<file path="src/rtl/interrupt_flag_unit.sv">
// -----------------------------------------------------------------------------
// interrupt_flag_unit
//
// Interrupt flag (IF) / interrupt enable (IE) controller. Peripheral request
// levels are edge-detected and latched into IF. IF is masked by IE to form
// the pending-interrupt vector for the CPU control unit. A rising edge on the
// control unit's acknowledge clears the highest-priority pending flag. The
// CPU reads and writes IF and IE through a simple memory-mapped bus port.
//
// Ports:
//   i_Clk              system clock, rising edge
//   i_nRst             asynchronous active-low reset
//   i_Enable           clock enable; all state holds while low
//   i_Request[4:0]     request levels (0 VBlank, 1 STAT, 2 Timer, 3 Serial,
//                      4 Joypad)
//   i_Handle_Interrupt acknowledge level from the control unit
//   o_Interrupts[4:0]  IF & IE[4:0]
//   i_Address[15:0]    CPU address bus
//   i_Data[7:0]        CPU write data
//   i_Bus_Out          CPU write strobe
//   i_Bus_In           CPU read strobe
//   o_Data[7:0]        read data, 8'h00 when not selected
//   o_Data_Active      high when this block drives o_Data
// -----------------------------------------------------------------------------
module interrupt_flag_unit #(
    parameter logic [15:0] IF_ADDR = 16'hFF0F,
    parameter logic [15:0] IE_ADDR = 16'hFFFF
) (
    input  logic        i_Clk,
    input  logic        i_nRst,
    input  logic        i_Enable,
    input  logic [4:0]  i_Request,
    input  logic        i_Handle_Interrupt,
    output logic [4:0]  o_Interrupts,
    input  logic [15:0] i_Address,
    input  logic [7:0]  i_Data,
    input  logic        i_Bus_Out,
    input  logic        i_Bus_In,
    output logic [7:0]  o_Data,
    output logic        o_Data_Active
);

    logic [4:0] if_q;
    logic [7:0] ie_q;
    logic [4:0] req_prev;
    logic       ack_prev;

    logic [4:0] req_edge;
    logic       ack_edge;
    logic [4:0] pending;
    logic [4:0] ack_clear;
    logic [4:0] if_next;
    logic       if_wr;
    logic       ie_wr;
    logic       if_rd;
    logic       ie_rd;

    // Isolate the lowest set bit: lowest index is the highest priority.
    function automatic logic [4:0] lowest_set(input logic [4:0] v);
        return v & (~v + 5'd1);
    endfunction

    always_comb begin
        req_edge  = i_Request & ~req_prev;
        ack_edge  = i_Handle_Interrupt & ~ack_prev;
        pending   = if_q & ie_q[4:0];
        // Chosen from pre-update IF/IE, so a same-cycle IF write cannot
        // redirect which flag the acknowledge retires.
        ack_clear = ack_edge ? lowest_set(pending) : 5'd0;
        if_wr     = i_Bus_Out && (i_Address == IF_ADDR);
        ie_wr     = i_Bus_Out && (i_Address == IE_ADDR);
        // Write data (or held IF), minus the acknowledged bit, plus new
        // request edges: a fresh request always survives.
        if_next   = ((if_wr ? i_Data[4:0] : if_q) & ~ack_clear) | req_edge;
    end

    always_ff @(posedge i_Clk or negedge i_nRst) begin
        if (!i_nRst) begin
            if_q     <= 5'd0;
            ie_q     <= 8'd0;
            req_prev <= 5'd0;
            ack_prev <= 1'b0;
        end else if (i_Enable) begin
            if_q     <= if_next;
            if (ie_wr) begin
                ie_q <= i_Data;
            end
            req_prev <= i_Request;
            ack_prev <= i_Handle_Interrupt;
        end
    end

    assign o_Interrupts = if_q & ie_q[4:0];

    always_comb begin
        if_rd         = i_Bus_In && (i_Address == IF_ADDR);
        ie_rd         = i_Bus_In && (i_Address == IE_ADDR);
        o_Data        = 8'h00;
        o_Data_Active = 1'b0;
        if (if_rd) begin
            // Unimplemented upper IF bits read back as ones.
            o_Data        = {3'b111, if_q};
            o_Data_Active = 1'b1;
        end else if (ie_rd) begin
            o_Data        = ie_q;
            o_Data_Active = 1'b1;
        end
    end

endmodule

</file>
<file path="config.mk">
export PLATFORM = sky130hd
export DESIGN_NAME = interrupt_flag_unit
export DESIGN_NICKNAME = d
export VERILOG_FILES = /design/src/rtl/interrupt_flag_unit.sv
export SDC_FILE = /design/constraint.sdc
export NUM_CORES = 1
export LEC_CHECK = 0
export CORE_ASPECT_RATIO = 0.6
export CORE_UTILIZATION = 44
export CTS_CLUSTER_DIAMETER = 120
export DETAILED_ROUTE_END_ITERATION = 10
export PLACE_DENSITY = 0.89
export SLEW_MARGIN = 20
export SYNTH_ARGS = -nofsm -noshare
export SYNTH_HDL_FRONTEND = slang
export SYNTH_SLANG_ARGS = --single-unit
</file>
<file path="constraint.sdc">
create_clock -name i_Clk -period 3.39 [get_ports i_Clk]
set_clock_uncertainty 0.1 [all_clocks]
set_input_delay 0.339 -clock i_Clk [delete_from_list [all_inputs] [get_ports i_Clk]]
set_output_delay 0.339 -clock i_Clk [all_outputs]
set_load 0.1 [all_outputs]
</file>
==> flow_metrics.py <==
metrics = {
    "yosys": {
        "synth_cells": 101,
        "synth_fp_nets": 136,
        "ys_warn_count": 0,
        "synth_seq_area_share": 0.4497,
        "ys_types": 28,
        "syn-cell-area_um2": 1057,
        "avgSynthCellArea_um2": 10.47,
        "synth.ff_latch_count": 19,
    },
    "cts": {
        "cts-root-buf": "clkbuf_8",
        "cts_resized": 0,
        "clock_path_buffers": 2,
        "clkTransAtPathRegs_ps": 70,
        "clk-insertion-delay-late_ps": 250,
        "cts_tree": "yes",
        "cts_max_level": 1,
        "cts_made_buffers": 3,
        "numClockSinks": 19,
        "cts_hold_buf": 0,
        "cts_setup_buffers": 0,
    },
    "timing": {
        "finalMaxSlewViolations": 0,
        "fmax_mhz": 345.7,
        "grt_setup_unrepaired": "false",
        "hold_viol": 0,
        "relSlewSlack": 0.3501,
        "tns_ps": 0,
        "fin_crit_sh": 0.8533,
        "min_period_ps": 2893,
        "setup_viol": 0,
        "worstMarginPinSlew_ps": 971.8,
    },
    "route": {
        "drt_wl_total_um": 3126,
        "drtAntennaViolNets": 0,
        "first_pass_iters": 4,
        "wl_per_cell_um": 17.08,
        "viasPerCell": 5.749,
        "drtIter0Drc": 50,
        "num_vias": 1052,
        "drc": 0,
    },
    "placed_design": {
        "place_area_um2": 1670,
        "gp_congestion": 0.8323,
        "io_buffer_count": 48,
        "dp_hpwl_um": 2536,
    },
    "critical_path": {
        "path_class": "in -> out",
        "cp.arrival_ps": 2450,
        "r2r_end": "if_q[4]",
        "cp.depth": 6,
        "critPathRequiredTime_ps": 2950,
        "reg2regPathDepth": 4,
        "path_delay_family": "simple AND/OR/NAND/NOR gates",
        "crit_fanout": 5,
        "r2r_slack_ps": 1880,
        "crit_start": "i_Address[3]",
        "rr_startpoint": "ack_prev",
        "crit_buf_inv": 2,
        "crit_path_max_incr_delay_ps": 620,
        "crit_path_end": "o_Data[3]",
        "cp_cell_sequence": "clkdlybuf4s50_1 -> nand4_1 -> or4_1 -> nor2_1 -> a22o_1 -> buf_12",
        "start_kind": "input port",
        "slowest_stage": "or4_1",
        "crit_path_end_kind": "output port",
    },
    "grt": {
        "grt_pass1_vias": 1074,
        "overflow": 0,
        "grt_first_pass_wirelength_um": 4885,
        "track_usage": 0.2633,
        "grt_max_degree": 20,
        "antenna_found_initial": 0,
    },
    "layout": {
        "antenna_cells": 0,
        "fin_nets": 189,
        "regArea_um2": 475.5,
        "final_layout_size_suffix_gt1_frac": 0.2288,
        "design_area_um2": 1717,
        "fill_cells": 156,
        "multi_input_area_um2": 555.5,
        "syn_to_final_growth_pct": 62.37,
    },
    "floorplanning": {
        "initial_core_util": 0.4779,
        "floorplan.rows": 13,
        "dieHeight_um": 39.97,
        "design.die.area_um2": 2609,
        "io_pins": 49,
        "coreArea_um2": 2212,
        "die_w_um": 65.29,
    },
    "power": {
        "p_leak_nw": 0.7052,
        "power_density_nw_per_um2": 270.6,
        "ir_drop_uv": 290.1,
    },
    "min_path": {
        "worstHoldPathType": "reg -> reg",
    },
    "job": {
        "max-cap-violations": 0,
    },
    "outcome": {
        "status": "finished, final reports clean",
    },
}
==> worst register-to-register path: cells and delay by family (launching register included) <==
kind            cells  cell delay, ps
compound gates      2             420
flops               1             390
simple gates        2             460
==> state kept, by name, summed over array words and instances, names as in the netlist <==
register / flops
ack_prev: 1
ie_q: 8
if_q: 5
req_prev: 5
==> synthesized netlist by cell type <==
library cell   n  area share
nand4_1        7       0.041
nand4b_1       2       0.017
o2111ai_1      1      0.0083
nor3_1         3       0.014
or3_1          1      0.0059
o21a_1         3       0.021
inv_1          6       0.021
or4_1          2       0.014
nor2_1         5       0.018
nand3_1        2      0.0095
and2_1         1      0.0059
a22o_1         5       0.041
o211ai_1       2       0.014
nor3_2         1      0.0095
mux2_2        14        0.15
inv_2          1      0.0035
nand2_1        8       0.028
o31ai_1        2       0.014
and3b_1        1      0.0083
and3_1         1      0.0059
o21ai_0        1      0.0047
nor2_2         1      0.0059
or3_4          1       0.011
nor4_4         1       0.020
dfrtp_1       19        0.45
nand3b_1       5       0.036
a21oi_1        4       0.019
clkbuf_1       1      0.0035
==> cells in the final DEF (no fill, tap or decap), types with 3 or more instances in the layout <==
| cell | Yosys | routed |
|---|---|---|
| nand3b_1 | 5 | 5 |
| a21oi_1 | 4 | 3 |
| clkbuf_8 | 0 | 3 |
| clkdlybuf4s50_1 | 0 | 38 |
| dfrtp_1 | 19 | 19 |
| o21a_1 | 3 | 3 |
| buf_12 | 0 | 9 |
| nand4_1 | 7 | 7 |
| nand2_1 | 8 | 8 |
| nor3_1 | 3 | 3 |
| nor2_1 | 5 | 5 |
| inv_1 | 6 | 6 |
| a22o_1 | 5 | 5 |
| mux2_2 | 14 | 14 |
==> metal layers <==
metal	GRT usage	vias up	routed length (µm)
li1	-	491	-
met1	0.2845	506	1217
met2	0.5206	49	1627
met3	0.07386	6	237
met4	0.08696	0	44
met5	0	-	0
==> kinds of logic (layout without fill, tap and decap cells) <==
family          after synthesis  count (layout)  synth area share
buf+inv                       8              60           0.02839
flops                        19              19            0.4497
mux                          14              14            0.1491
simple gates                 42              42            0.2497
compound gates               18              18            0.1231
==> report_power, final <==
group / switching, W / internal, W / total [W]
Sequential: 0.00000367 / 0.000234 / 0.000238
Combinational: 0.0000238 / 0.0000469 / 0.0000707
Clock: 0.0000746 / 0.0000817 / 0.000156
Total: 0.000102 / 0.000362 / 0.000465
==> worst min-delay path by stage <==
stage                     start          end  slack, ps  cells after the start
finish              req_prev[1]  req_prev[1]        410                      1
global route        req_prev[1]  req_prev[1]        410                      1
CTS                 req_prev[1]  req_prev[1]        400                      1
detailed placement  req_prev[1]  req_prev[1]        390                      1
global placement    req_prev[3]  req_prev[3]        380                      1
floorplan                i_nRst     ack_prev        -60                      0
==> metrics by stage <==
stage	util	hold WS [ps]	power (W)	cells	setup slack, ps
6_report	0.7760	405.3	0.0004645	183	497.3
5_1_grt	0.7760	413.7	0.0004845	183	364.7
4_1_cts	0.7760	403.0	0.0004686	183	506.5
3_5_place_dp	0.7551	386.7	0.0003121	179	509.6
3_3_place_gp	0.7551	381.2	0.0003085	179	613.3
2_1_floorplan	-	-56.59	0.0002599	101	107.1
==> layout make-up <==
| type | count | area share |
|---|---|---|
| Timing Repair Buffer | 49 | 0.3353 |
| Multi-Input combinational cell | 74 | 0.3236 |
| Inverter | 7 | 0.01531 |
| Clock inverter | 1 | 0.002915 |
| Sequential cell | 19 | 0.2770 |
| Tap cell | 30 | 0.02187 |
| Clock buffer | 3 | 0.02405 |
(Power assumes the default switching activity.)
